### src/rtl/lampFPU_pkg.sv
// Shared definitions for the lamp FPU square-root unit: bias derivation,
// FSM state encoding and the special-result exponent/fraction constants.
package lampFPU_pkg;

  typedef enum logic [1:0] {
    IDLE = 2'd0,
    NORM = 2'd1,
    ITER = 2'd2,
    DONE = 2'd3
  } sqrt_state_t;

  function automatic int bias_of(input int e_dw);
    return (1 << (e_dw - 1)) - 1;
  endfunction

  // Exponent field of Inf and NaN: all ones.
  function automatic int exp_all_ones(input int e_dw);
    return (1 << e_dw) - 1;
  endfunction

  // Quiet NaN: fraction MSB set, rest zero.
  function automatic int qnan_frac(input int f_dw);
    return 1 << (f_dw - 1);
  endfunction

  function automatic int iter_count(input int f_dw, input int bpc);
    return (f_dw + 4 + bpc - 1) / bpc;
  endfunction

  localparam int INF_FRAC  = 0;
  localparam int ZERO_EXP  = 0;
  localparam int ZERO_FRAC = 0;

endpackage

### src/rtl/lamp_fpu_sqrt_iter_step.sv
// One restoring square-root recurrence bit: brings in the next radicand bit
// pair, trial-subtracts (4*root + 1) and appends the resulting root bit.
module lamp_fpu_sqrt_step #(
  parameter int RT_W = 11
) (
  input  logic [RT_W+1:0] rem,
  input  logic [RT_W-1:0] root,
  input  logic [1:0]      pair,
  output logic [RT_W+1:0] rem_next,
  output logic [RT_W-1:0] root_next
);

  logic [RT_W+3:0] shifted;
  logic [RT_W+3:0] trial;
  logic            fits;

  always_comb begin
    shifted = {rem, pair};
    trial   = {2'b00, root, 2'b01};
    fits    = (shifted >= trial);
    // The true difference always fits RT_W+2 bits, so the low slice is exact.
    if (fits) begin
      rem_next = shifted[RT_W+1:0] - trial[RT_W+1:0];
    end else begin
      rem_next = shifted[RT_W+1:0];
    end
    root_next = {root[RT_W-2:0], fits};
  end

endmodule

### src/rtl/lamp_fpu_sqrt_iter.sv
// Iterative floating-point square root (restoring recurrence, BITS_PER_CYCLE
// root bits per cycle). Define LAMP_FPU_SQRT_DENORM_EN to normalise subnormals.
module lamp_fpu_sqrt_iter
  import lampFPU_pkg::*;
#(
  parameter int E_DW           = 8,
  parameter int F_DW           = 7,
  parameter int BITS_PER_CYCLE = 1
) (
  input  logic            clk,
  input  logic            rst,
  input  logic            doSqrt_i,
  output logic            ready_o,
  input  logic            signum_op_i,
  input  logic [E_DW-1:0] extExp_op_i,
  input  logic [F_DW:0]   extMant_op_i,
  input  logic            isInf_op_i,
  input  logic            isZero_op_i,
  input  logic            isSNAN_op_i,
  input  logic            isQNAN_op_i,
  output logic            valid_o,
  output logic            s_res_o,
  output logic [E_DW-1:0] e_res_o,
  output logic [F_DW+4:0] f_res_o,
  output logic            isToRound_o,
  output logic            invalid_o
);

  localparam int M     = F_DW + 4;
  localparam int N     = iter_count(F_DW, BITS_PER_CYCLE);
  localparam int MP    = N * BITS_PER_CYCLE;
  localparam int RAD_W = 2 * MP;
  localparam int RW    = MP + 2;
  localparam int CNT_W = $clog2(N + 1);

  localparam logic [E_DW:0]   BIAS    = (E_DW+1)'(bias_of(E_DW));
  localparam logic [E_DW-1:0] EXP_MAX = E_DW'(exp_all_ones(E_DW));
  localparam logic [E_DW-1:0] EXP_ZRO = E_DW'(ZERO_EXP);
  localparam logic [F_DW+4:0] F_QNAN  = {1'b0, F_DW'(qnan_frac(F_DW)), 4'b0000};
  localparam logic [F_DW+4:0] F_INF   = (F_DW+5)'(INF_FRAC);
  localparam logic [F_DW+4:0] F_ZRO   = (F_DW+5)'(ZERO_FRAC);

  sqrt_state_t state_q, state_d;

  logic [CNT_W-1:0] cnt_q;
  logic [RAD_W-1:0] rad_q;
  logic [RW-1:0]    rem_q;
  logic [MP-1:0]    root_q;
  logic [E_DW-1:0]  exp_q;
  logic             spec_q, spec_s_q, spec_inv_q;
  logic [E_DW-1:0]  spec_e_q;
  logic [F_DW+4:0]  spec_f_q;

  logic             is_sub, sub_flush, take_denorm;
  logic             special, sp_s, sp_inv;
  logic [E_DW-1:0]  sp_e;
  logic [F_DW+4:0]  sp_f;
  logic [E_DW:0]    exp_eff, e_sum;
  logic [F_DW:0]    mant_n;
  logic [RAD_W-1:0] rad_c;
  logic [MP-1:0]    root_low;
  logic             sticky;

  assign is_sub  = (extExp_op_i == '0) && (extMant_op_i != '0);
  assign ready_o = (state_q == IDLE);

`ifdef LAMP_FPU_SQRT_DENORM_EN
  localparam int LZ_W = $clog2(F_DW + 2);
  logic [F_DW:0]   mant_q;
  logic [LZ_W-1:0] lz;

  always_ff @(posedge clk) begin
    if (rst) begin
      mant_q <= '0;
    end else if (state_q == IDLE && doSqrt_i) begin
      mant_q <= extMant_op_i;
    end
  end

  // Ascending scan leaves the position of the highest set bit.
  always_comb begin
    lz = '0;
    for (int i = 0; i <= F_DW; i++) begin
      if (mant_q[i]) lz = LZ_W'(F_DW - i);
    end
    if (state_q == NORM) begin
      exp_eff = (E_DW+1)'(1) - (E_DW+1)'(lz);
      mant_n  = mant_q << lz;
    end else begin
      exp_eff = {1'b0, extExp_op_i};
      mant_n  = extMant_op_i;
    end
  end

  assign sub_flush   = 1'b0;
  assign take_denorm = is_sub && !special;
`else
  assign exp_eff     = {1'b0, extExp_op_i};
  assign mant_n      = extMant_op_i;
  assign sub_flush   = is_sub;
  assign take_denorm = 1'b0;
`endif

  // Parity of (exp + BIAS) equals parity of the unbiased exponent.
  always_comb begin
    e_sum = exp_eff + BIAS;
    rad_c = {1'b0, mant_n, {(RAD_W-F_DW-2){1'b0}}};
    if (e_sum[0]) rad_c = rad_c << 1;
  end

  always_comb begin
    special = 1'b1;
    sp_s    = 1'b0;
    sp_e    = EXP_MAX;
    sp_f    = F_QNAN;
    sp_inv  = 1'b0;
    if (isSNAN_op_i || isQNAN_op_i) begin
      sp_inv = isSNAN_op_i;
    end else if (isZero_op_i || sub_flush) begin
      sp_s = signum_op_i;
      sp_e = EXP_ZRO;
      sp_f = F_ZRO;
    end else if (signum_op_i) begin
      sp_inv = 1'b1;
    end else if (isInf_op_i) begin
      sp_f = F_INF;
    end else begin
      special = 1'b0;
    end
  end

  logic [RW-1:0] rem_c  [0:BITS_PER_CYCLE];
  logic [MP-1:0] root_c [0:BITS_PER_CYCLE];

  assign rem_c[0]  = rem_q;
  assign root_c[0] = root_q;

  for (genvar k = 0; k < BITS_PER_CYCLE; k++) begin : g_step
    lamp_fpu_sqrt_step #(.RT_W(MP)) u_step (
      .rem       (rem_c[k]),
      .root      (root_c[k]),
      .pair      (rad_q[RAD_W-1-2*k -: 2]),
      .rem_next  (rem_c[k+1]),
      .root_next (root_c[k+1])
    );
  end

  // Root bits below the kept M come from padding when BITS_PER_CYCLE does not divide M.
  assign root_low = root_q << M;
  assign sticky   = (rem_q != '0) || (root_low != '0);

  always_ff @(posedge clk) begin
    if (rst) state_q <= IDLE;
    else     state_q <= state_d;
  end

  always_comb begin
    state_d = state_q;
    case (state_q)
      IDLE: if (doSqrt_i) state_d = special ? DONE : (take_denorm ? NORM : ITER);
      NORM: state_d = ITER;
      ITER: if (cnt_q == '0) state_d = DONE;
      DONE: state_d = IDLE;
      default: state_d = IDLE;
    endcase
  end

  always_ff @(posedge clk) begin
    if (rst) begin
      cnt_q       <= '0;
      rad_q       <= '0;
      rem_q       <= '0;
      root_q      <= '0;
      exp_q       <= '0;
      spec_q      <= 1'b0;
      spec_s_q    <= 1'b0;
      spec_e_q    <= '0;
      spec_f_q    <= '0;
      spec_inv_q  <= 1'b0;
      valid_o     <= 1'b0;
      s_res_o     <= 1'b0;
      e_res_o     <= '0;
      f_res_o     <= '0;
      isToRound_o <= 1'b0;
      invalid_o   <= 1'b0;
    end else begin
      valid_o <= 1'b0;
      case (state_q)
        IDLE: if (doSqrt_i) begin
          spec_q     <= special;
          spec_s_q   <= sp_s;
          spec_e_q   <= sp_e;
          spec_f_q   <= sp_f;
          spec_inv_q <= sp_inv;
          rad_q      <= rad_c;
          exp_q      <= e_sum[E_DW:1];
          rem_q      <= '0;
          root_q     <= '0;
          cnt_q      <= CNT_W'(N - 1);
        end
        NORM: begin
          rad_q  <= rad_c;
          exp_q  <= e_sum[E_DW:1];
          rem_q  <= '0;
          root_q <= '0;
          cnt_q  <= CNT_W'(N - 1);
        end
        ITER: begin
          rad_q  <= rad_q << (2 * BITS_PER_CYCLE);
          rem_q  <= rem_c[BITS_PER_CYCLE];
          root_q <= root_c[BITS_PER_CYCLE];
          cnt_q  <= cnt_q - 1'b1;
        end
        DONE: begin
          valid_o <= 1'b1;
          if (spec_q) begin
            s_res_o     <= spec_s_q;
            e_res_o     <= spec_e_q;
            f_res_o     <= spec_f_q;
            isToRound_o <= 1'b0;
            invalid_o   <= spec_inv_q;
          end else begin
            s_res_o     <= 1'b0;
            e_res_o     <= exp_q;
            f_res_o     <= {root_q[MP-1 -: M], sticky};
            isToRound_o <= 1'b1;
            invalid_o   <= 1'b0;
          end
        end
        default: ;
      endcase
    end
  end

endmodule

### config.mk
export PLATFORM = sky130hd
export DESIGN_NAME = lamp_fpu_sqrt_iter
export DESIGN_NICKNAME = d
export VERILOG_FILES = /design/src/rtl/lampFPU_pkg.sv /design/src/rtl/lamp_fpu_sqrt_iter_step.sv /design/src/rtl/lamp_fpu_sqrt_iter.sv
export SDC_FILE = /design/constraint.sdc
export NUM_CORES = 1
export LEC_CHECK = 0
export CAP_MARGIN = 20
export CORE_AREA = 10 10 141 143
export DETAILED_ROUTE_END_ITERATION = 16
export DIE_AREA = 0 0 151 153
export PLACE_DENSITY = 0.39
export SLEW_MARGIN = 10
export SYNTH_ARGS = -nofsm -noshare
export SYNTH_HDL_FRONTEND = slang
export SYNTH_HIERARCHICAL = 1
export SYNTH_SLANG_ARGS = --single-unit
### constraint.sdc
create_clock -name clk -period 3.2 [get_ports clk]
set_clock_uncertainty 0.1 [all_clocks]
set_input_delay 0.96 -clock clk [delete_from_list [all_inputs] [get_ports clk]]
set_output_delay 0.96 -clock clk [all_outputs]
set_load 0.01 [all_outputs]
Yosys cells after proc, flatten, opt, wreduce, memory -nomap -nowiden
Index checks and enable logic that the tools add are counted.

word-level totals
  memory bits (writable) = 0
  bits of input ports = 24
  bits in read-only memories = 0
  output and inout port bits = 25
  bits in latches = 0
  flip-flop bits (word level) = 107
  memories = 0

cells by class
  order comparisons = 1
  equality and inequality tests = 5
  bitwise gates (word level) = 0
  add/sub/neg operators = 3
  reductions and logical operators = 14
  divide/modulo/power cells = 0
  mux-type cells = 37
  multipliers = 0
  shift operators = 0

operators by type and width
  cell                   count
  $pmux W22 S3           1
  $mux W11               4
  $mux W22               2
  $pmux W13 S3           1
  $pmux W11 S3           1
  $mux W8                4
  $mux W13               2
  $mux W12               2
  $pmux W8 S2            1
  $ge A15 B13 Y1         1
  $mux W1                14
  $reduce_bool A13 Y1    1
  $sub A13 B13 Y13       1
  $pmux W4 S3            1
  $add A8 B7 Y9 const B  1
  $logic_not A8 Y1       1
  $pmux W2 S4            1
  $reduce_and A2 Y1      4
  $reduce_bool A8 Y1     1
  $eq A2 B2 Y1 const B   2
  $logic_not A4 Y1       1
  $mux W2                2
  $mux W4                1
  $ne A2 B2 Y1 const B   2
  other kinds (7)        8

Longest topological paths before layout
  word-level depth = 8
  gate-level depth with buffers = 12
  mapped depth without buffers = 10

Cells and area by module
The synthesis kept the hierarchy.

by module, submodules not included
  module              area each (um^2)  instances  sequential area each (um^2)  cells each
  lamp_fpu_sqrt_iter  3166.8            1          1521.5                       378
  lamp_fpu_sqrt_step  1034.7            1          0.0                          141

Least setup slack after synthesis
No wires, ideal clock.

  path kind = register to register
  start point = register root_q[10]
  end point = register rem_q[11]
  arrival = 2181 ps
  cell stages (with the launch flop) = 11
  required time = 2968 ps
  path slack = 787 ps
  buffers on the path = 1
  library setup time = 132 ps
  cells stage by stage = dfxtp_1 -> inv_1 -> ha_1 -> a2111o_1 -> a311oi_2 -> and2_1 -> buf_6 -> inv_8 -> mux2_4 -> nand2_1 -> a21oi_1

RTL lines
  element                   RTL line                   source
  start: declaration        lamp_fpu_sqrt_iter.sv:48   logic [MP-1:0] root_q;
  start signal: assignment  lamp_fpu_sqrt_iter.sv:211  root_q <= root_c[BITS_PER_CYCLE];
  end signal: assignment    lamp_fpu_sqrt_iter.sv:210  rem_q <= rem_c[BITS_PER_CYCLE];
  end: declaration          lamp_fpu_sqrt_iter.sv:47   logic [RW-1:0] rem_q;

==> impl_metrics.ini <==
[placement]
dp_hpwl_mm = 8.440
numPlacedInstances = 758
port_buffers = 48
postPlaceCellArea_mm2 = 0.004820
globalplace.congestion = 0.7955

[clocking]
cts_tree = yes
postCtsSetupBuffers = 0
cts_root_buffer = clkbuf_16
clock_latency_ps = 340
numCtsBuffers = 9
cts_resized = 0
cts_sinks = 76
cts_max_path_buffers = 2
cts_max_level = 3
clk_pin_slew_worst_paths_ps = 70
hold_buffers = 0

[synth]
syn_avg_cell_area_um2 = 8.095
yosys_warnings = 6
mappedNetlistArea_mm2 = 0.004202
ys_seq_area_frac = 0.3621
ys_ff_latch = 76
synth_edf_count = 0
ys_types = 63
synth_flop_cell = dfxtp_1
syn-num-nets = 560
synthCells = 519
synthArstFlopShare = 0

[critical_path]
rr_worst_depth = 10
crit_fanout = 10
cp.arrival_ps = 2900
crit_type = reg2reg
path_cells = inv_1, ha_1, and4_1, and3_2, nand3_2, and2_1, buf_4, o31ai_1, nand2_1, a21oi_1
path_depth = 10
crit_path_end = rem_q[4]
reg2reg_to = rem_q[4]
worst-path-buf-inv = 2
worstSetupStartpoint = root_q[6]
crit_family = simple AND/OR/NAND/NOR gates
worstPathRequired_ps = 3370
crit_slowest_cell = ha_1
crit_path_end_kind = flop
start_kind = flop
timing.rr.start = root_q[6]
slowest_delay_ps = 460
r2r_setup_slack_ps = 470

[pwr]
p_leak_nw = 1.837
power_density_mw_per_mm2 = 1074
p_total_w = 0.005524
vdd_drop_max_mv = 0.5286

[global_route]
grt_max_degree = 45
gr-total-overflow = 0
antenna_found_initial = 0
grt_pass1_vias = 3734
grtUsageTotal = 0.1008
grt_pass1_wl_mm = 19.15

[final_layout]
finalNonFillerCells = 774
diodes = 0
fillerInstances = 1866
final_common_cell = dfxtp_1
final_area_mm2 = 0.005145
mostFrequentLayoutCells = dfxtp_1, nor2_1, a21oi_1, nand2_1, clkdlybuf4s50_1
drive_gt1_frac = 0.09290
syn_to_final_growth_pct = 22.45
fin_util = 0.3016
fin_nets = 585

[routing]
wl_mm = 11.58
vias = 3665
vias_per_cell = 4.735
drtAntennaViolNets = 0
avgRoutedWirePerCell_um = 14.95
drcViolationCount = 0
drtPass1Iterations = 4
drt_iter0_drc = 113

[timing]
slew_violations = 0
finalCritPeriodShare = 0.8531
tightest_slew_ps = 850.1
setup_tns_ps = 0
setup_viol = 0
slew_headroom = 0.4333
finalCriticalPeriod_ps = 2730
hold_violations = 0
rsz0062_at_grt = false
fmax_mhz = 366.3

[die]
io_pins = 49
die_w_um = 151
die_area_mm2 = 0.02310
core_area_mm2 = 0.01706
dieHeight_um = 153
placementRows = 48
start_util = 0.2463

[min_path]
hp-class = reg2reg

[outcome]
outcome = completed

[run]
max-cap-violations = 0
[area by class of cell]
cell class / count / area [µm²] / share of cell area
multi-input cells: 373 / 2345 / 0.4557
clock inverters: 7 / 100.1 / 0.01946
clock buffers: 9 / 225.2 / 0.04377
repair buffers: 59 / 570.5 / 0.1109
inverters: 25 / 101.3 / 0.01970
well taps: 225 / 281.5 / 0.05472
flip-flops and latches: 76 / 1521 / 0.2957
[through the flow]
step,setup WS (ps),hold slack [ps]
after floorplan,786.7,327.4
after global placement,362.7,341.9
after detailed placement,327.7,343.7
after CTS,454.3,350.2
after global routing,246.7,366.3
final,470.2,347.0
[sequential cells by signal (all words and copies together) (netlist names), 2 cells and up]
name	count
cnt_q	4
rem_q	13
f_res_o	12
exp_q	8
state_q	2
e_res_o	8
rad_q	9
root_q	11
[cells in the mapped netlist, drive strengths merged (3+ instances only)]
cell type | number | area share
o211ai | 4 | 0.0083
and4 | 3 | 0.0063
nand3b | 14 | 0.025
dfxtp | 76 | 0.36
ha | 17 | 0.051
a211oi | 9 | 0.017
a2111oi | 7 | 0.015
nor3b | 5 | 0.011
a31oi | 4 | 0.0060
buf | 25 | 0.039
nor4 | 7 | 0.010
clkbuf | 20 | 0.018
and3 | 4 | 0.0063
o22ai | 9 | 0.013
xnor2 | 6 | 0.013
nand2b | 3 | 0.0045
inv | 25 | 0.024
o31ai | 5 | 0.0089
nand4 | 5 | 0.0074
mux2 | 6 | 0.021
and2 | 3 | 0.0045
nand3 | 38 | 0.046
a21oi | 53 | 0.065
mux2i | 10 | 0.024
xor2 | 6 | 0.013
nor2 | 53 | 0.047
nand2 | 49 | 0.044
nor3 | 9 | 0.011
nor2b | 12 | 0.018
o21ai | 8 | 0.010
[how the worst min path moves through the flow]
stage             start        to  slack (ps)  depth (start not counted)
6_report       exp_q[7]  exp_q[7]         350                          2
5_1_grt        exp_q[7]  exp_q[7]         370                          2
4_1_cts        exp_q[7]  exp_q[7]         350                          2
3_5_place_dp   exp_q[7]  exp_q[7]         340                          2
3_3_place_gp   exp_q[7]  exp_q[7]         340                          2
2_1_floorplan  exp_q[7]  exp_q[7]         330                          2
[worst min-delay path: stages (launching register included)]
cell and delay [ps]:
dfxtp_1 300, nand2_1 50, a21oi_1 50
[report_power, final]
group / internal (W) / total [W] / switching [W]
sequential: 0.00108 / 0.00121 / 0.000139
clock: 0.000687 / 0.00111 / 0.000425
combinational: 0.00153 / 0.00320 / 0.00167
[kinds of logic after synthesis]
| family | Yosys count | share of synthesized area |
|---|---|---|
| muxes | 16 | 0.04527 |
| xor gates and xnor gates | 12 | 0.02501 |
| adders and majority gates | 17 | 0.05062 |
| AOI/OAI and AO/OA | 115 | 0.1790 |
| and+or+nand+nor | 213 | 0.2567 |
| DFF | 76 | 0.3621 |
| buffers and inverters | 70 | 0.08130 |
[per-layer routing]
layer  part of all wire  up-vias  track usage
met2               0.49       46       0.1683
met1               0.48     1735       0.1251
met5                  0        -            0
li1                   -     1877            -
met3              0.032        7      0.03130
met4             0.0053        0      0.01742
(Power assumes the default switching activity.)
